`src/rtl/jtag_dr_bridge.sv`:
```
// rtl/jtag_dr_bridge.sv - USER-IR DR endpoint: byte-per-scan ingest FIFO plus result readback (option: JTAG_DR_BRIDGE_DROP_CNT_EN)
module jtag_dr_bridge #(
  parameter int RESULT_WIDTH = 16,
  parameter int FIFO_DEPTH   = 16
) (
  input  logic                    tck,
  input  logic                    test_logic_reset_n,
  input  logic                    ir_is_user,
  input  logic                    capture_dr,
  input  logic                    shift_dr,
  input  logic                    update_dr,
  input  logic                    tdi,
  output logic                    tdo,
  input  logic [RESULT_WIDTH-1:0] result,
  output logic                    out_valid,
  output logic [7:0]              out_data,
  input  logic                    out_ready,
  output logic                    overflow
);

`ifdef JTAG_DR_BRIDGE_DROP_CNT_EN
  localparam int W = RESULT_WIDTH + 16;
`else
  localparam int W = RESULT_WIDTH;
`endif
  localparam int AW = $clog2(FIFO_DEPTH);
  localparam logic [AW:0] FULL_CNT = (AW+1)'(FIFO_DEPTH);

  logic [7:0]    bit_cnt;
  logic [7:0]    byte_sr;
  logic [W-1:0]  rb_sr;
  logic [W-1:0]  rb_load;
  logic [7:0]    mem [FIFO_DEPTH];
  logic [AW:0]   wr_ptr;
  logic [AW:0]   rd_ptr;
  logic [AW:0]   count;
  logic          cap;
  logic          sh;
  logic          upd;
  logic          empty;
  logic          full;
  logic          pop;
  logic          push_req;
  logic          accept;
  logic          drop;

  // TAP controls only take effect while the USER instruction is selected
  assign cap = capture_dr & ir_is_user;
  assign sh  = shift_dr & ir_is_user;
  assign upd = update_dr & ir_is_user;

  // The extra pointer bit lets count reach FIFO_DEPTH, separating full from empty
  assign count    = wr_ptr - rd_ptr;
  assign empty    = (count == '0);
  assign full     = (count == FULL_CNT);
  assign pop      = ~empty & out_ready;
  // Only a scan of exactly 8 bits is a data byte; readback and aborted scans never push
  assign push_req = upd & (bit_cnt == 8'd8);
  assign accept   = push_req & (~full | pop);
  assign drop     = push_req & full & ~pop;

  assign out_valid = ~empty;
  assign out_data  = empty ? 8'h00 : mem[rd_ptr[AW-1:0]];
  // tdo comes straight from the readback register, so tdi never reaches it combinationally
  assign tdo       = ir_is_user & rb_sr[0];

`ifdef JTAG_DR_BRIDGE_DROP_CNT_EN
  logic [15:0] drop_cnt;

  // Saturating count of bytes lost to a full FIFO; read out above the result bits
  always_ff @(posedge tck) begin
    if (!test_logic_reset_n)
      drop_cnt <= '0;
    else if (drop && drop_cnt != 16'hFFFF)
      drop_cnt <= drop_cnt + 16'd1;
  end

  assign rb_load = {drop_cnt, result};
`else
  assign rb_load = result;
`endif

  // Scan chain: capture loads the readback word, shift moves both chains one bit
  always_ff @(posedge tck) begin
    if (!test_logic_reset_n) begin
      bit_cnt <= '0;
      byte_sr <= '0;
      rb_sr   <= '0;
    end else if (cap) begin
      rb_sr   <= rb_load;
      bit_cnt <= '0;
    end else if (sh) begin
      byte_sr <= {tdi, byte_sr[7:1]};
      rb_sr   <= {1'b0, rb_sr[W-1:1]};
      if (bit_cnt != 8'hFF)
        bit_cnt <= bit_cnt + 8'd1;
    end
  end

  // FIFO pointers and the sticky overflow flag
  always_ff @(posedge tck) begin
    if (!test_logic_reset_n) begin
      wr_ptr   <= '0;
      rd_ptr   <= '0;
      overflow <= 1'b0;
    end else begin
      if (accept)
        wr_ptr <= wr_ptr + 1'b1;
      if (pop)
        rd_ptr <= rd_ptr + 1'b1;
      if (drop)
        overflow <= 1'b1;
    end
  end

  // FIFO storage; contents are don't-care until written because out_data is masked while empty
  always_ff @(posedge tck) begin
    if (accept)
      mem[wr_ptr[AW-1:0]] <= byte_sr;
  end

endmodule

```
`config.mk`:
```
export PLATFORM = sky130hd
export DESIGN_NAME = jtag_dr_bridge
export DESIGN_NICKNAME = d
export VERILOG_FILES = /design/src/rtl/jtag_dr_bridge.sv
export SDC_FILE = /design/constraint.sdc
export NUM_CORES = 1
export LEC_CHECK = 0
export ABC_AREA = 1
export BUFFER_PORTS_ARGS = -buffer_cell sky130_fd_sc_hd__clkbuf_2
export CORE_MARGIN = 2
export CORE_UTILIZATION = 45
export DETAILED_ROUTE_END_ITERATION = 7
export PLACE_DENSITY = 0.57
export SYNTH_ARGS = -nofsm -noshare
export SYNTH_HDL_FRONTEND = slang
export SYNTH_SLANG_ARGS = --single-unit
```
`constraint.sdc`:
```
create_clock -name tck -period 3.08 [get_ports tck]
set_input_delay 0.308 -clock tck [delete_from_list [all_inputs] [get_ports tck]]
set_output_delay 0.308 -clock tck [all_outputs]
set_load 0.05 [all_outputs]
```
==> summary.txt <==
Synthesis
  • Area leader, netlist: edfxtp_1
  • Ys Warns: 0
  • Top cells by area, synth: edfxtp_1, dfxtp_1, nand2_1, nand3_1, a21oi_1
  • Seq/Total Area, Yosys: 63.4%
  • Synthesized flop and latch total: 175
  • Top cell type's share of synthesized area: 50.9%
  • Syn avg cell area: 10.2 um^2
  • Synthesized cell area: 7550 um^2
  • Post-synthesis instance total: 741
  • Cell variety after synth: 33
  • Synthesized Nets: 776

STA
  • Worst Max-Slew Pin Slew: 0.917 ns
  • Max Clock Skew: 0.00902 ns
  • Unrepaired setup endpoints after global routing: no
  • Setup-failing EPs final: 0
  • Tcrit/Tclk final: 93.0%
  • Final TNS setup: 0 ns
  • Final Hold Fails: 0
  • Slew margin rel.: 38.8%
  • Final min period: 2.87 ns
  • Slew Viols, Final: 0
  • Fmax: 0.349 GHz
  • Hold slack: 0.119 ns

Global route
  • Initial antenna violation count: 0
  • Total grt overflow: 0
  • Vias in the first global route: 5,240
  • Pin count of the biggest net entering global routing: 41
  • Gr usage total: 20.9%
  • First-pass GRT wire length: 28,100 um

Floorplan
  • Io pins: 35
  • Die area: 17,800 um^2
  • Core Rows: 47
  • Die height: 134 um
  • Core Area: 16,500 um^2
  • Die width: 134 um
  • Starting Density: 45.9%

Setup path
  • Worst stage delay on the critical path: 0.42 ns
  • Worst R2R Start: rd_ptr[2]
  • CP required: 2.77 ns
  • Crit Path Class: flip-flop to primary output
  • Reg-to-reg critical path endpoint: mem[1][1]
  • Reg-to-reg setup timing slack: 0.42 ns
  • Critical path cell sequence: inv_1 > ha_1 > a21oi_1 > nand3_1 > nand2_2 > nor2_8 > nand3_4 > nand2_1 > a31oi_1 > clkbuf_2
  • CP arrival: 2.56 ns
  • Length in cells of the worst reg-to-reg path: 13
  • CP Max Fanout: 16
  • Nature of the critical path endpoint: primary output
  • Nature of the critical path startpoint: flip-flop
  • CP max-delay cell: dfxtp_1

Route
  • Routed WL per cell: 17.7 um
  • Total wire length: 17,800 um
  • Vias per inst: 5.35
  • Final ANT Viol Nets: 0
  • Total number of vias: 5,380
  • Highest Signal Layer: met4
  • WL met3: 850 um
  • Met2 WL: 8680 um
  • DR iter-0 viols: 450
  • # DRC: 0
  • TritonRoute pass-1 iters: 5
  • WL met1: 7890 um

Final layout
  • ANT cells: 0
  • P&R area growth vs syn: 13.3%
  • Fillers: 1,517
  • Final instance area: 8560 um^2
  • Most common cell after layout, fill and taps aside: nand2_1
  • Most frequent cells in the layout: nand2_1, edfxtp_1, nand3_1
  • Nets: 807
  • Fraction of layout cells with a size suffix above 1: 13.0%

Placement
  • PortBufs: 34
  • Dpl cell area: 7940 um^2
  • Placer Congestion: 0.849
  • Hpwl dp: 11,900 um

CTS
  • Clock Sink Count: 175
  • Bufs on Longest Clock Path: 2
  • CTS buffer count: 17
  • Clock root cell: clkbuf_16
  • Cts hold-fix bufs: 0
  • Later-pin clock latency in the skew report: 0.43 ns
  • Worst-path clk slew: 0.06 ns
  • H-tree Lvls: 4
  • CTS tree: done
  • # resized after CTS: 0
  • Setup Buffers After CTS: 0

Min path
  • Worst hold path depth: 3
  • Hold Path Sink: rb_sr[15]
  • Startpoint of the worst hold path: result[15]
  • Hold Path Class: primary input to flip-flop

Run
  • Max_cap viols: 0

Pwr
  • Pwr/cell area: 717 nW/um^2
  • LEAKAGE: 3.24 nW
  • Total power: 6.14 mW
  • Peak supply drop: 0.000402 V

Status
  • Status: complete, no violations
-- state kept, by name, summed over array words and instances, names as in the netlist, named ones only --
name	count
wr_ptr	5
rd_ptr	5
byte_sr	8
rb_sr	16
mem	128
bit_cnt	8
overflow	1
-- metal layers --
metal | GRT usage, % | vias to the layer above
met5 | 0 | -
met4 | 7.33 | 0
met3 | 4.76 | 31
met2 | 34.1 | 173
met1 | 27.6 | 2555
li1 | - | 2621
-- how the worst max path moves through the flow --
stage	start	endpoint	depth (start not counted)
floorplan	rd_ptr[2]	out_data[0]	10
global placement	wr_ptr[2]	mem[1][1]	12
detailed placement	rd_ptr[2]	mem[1][1]	13
finish	rd_ptr[2]	out_data[2]	10
global route	rd_ptr[2]	out_data[2]	10
CTS	rd_ptr[2]	out_data[2]	10
-- critical path: cells and delay by family (launching register included) --
family | cells | cell delay (ns)
AND/OR/NAND/NOR | 5 | 0.55
adder cells (fa/ha/maj) | 1 | 0.36
flip-flops | 1 | 0.42
AO/OA/AOI/OAI | 2 | 0.39
buffers and inverters | 2 | 0.39
-- report_power, final --
part	internal (mW)	switching (mW)	total [mW]
registers	2.56	0.0845	2.64
clock network	1.36	0.896	2.26
logic	0.340	0.903	1.24
total	4.26	1.88	6.14
-- per-stage QoR --
stage	setup slack [ns]	utilization [%]	std cells
4_1_cts	0.207	52.0	1005
5_1_grt	0.00849	52.0	1005
3_5_place_dp	0.436	48.2	973
2_1_floorplan	0.473	-	741
6_report	0.215	52.0	1005
3_3_place_gp	0.524	48.2	973
-- synthesized netlist by cell type, drive strengths merged --
cell    number
a21oi       66
a22oi       12
a31oi       11
buf         16
clkbuf      19
clkinv       1
dfxtp       47
edfxtp     128
ha          11
inv         37
nand2      222
nand3       89
nand4        5
nor2        39
nor3         2
nor4         2
o21ai       22
or2          1
xnor2        3
xor2         8
-- cells by family after synthesis --
family	count (synthesis)	synth area share [%]
and+or+nand+nor	360	21.6
DFF	175	63.4
AOI/OAI and AO/OA	111	7.94
buffers and inverters	73	3.99
xor gates and xnor gates	11	1.28
adders and majority gates	11	1.82
-- cell type report --
class                      count  area [um^2]  share of cell area (%)
inverter                      38          145                    1.70
clock inverter                13          186                    2.18
sequential                   175         4790                    55.9
timing repair buffer          47          268                    3.13
clock buffer                  19          433                    5.06
tap                          220          275                    3.22
multi-input combinational    493         2470                    28.8
No activity file was read; power rests on OpenSTA's default activity.
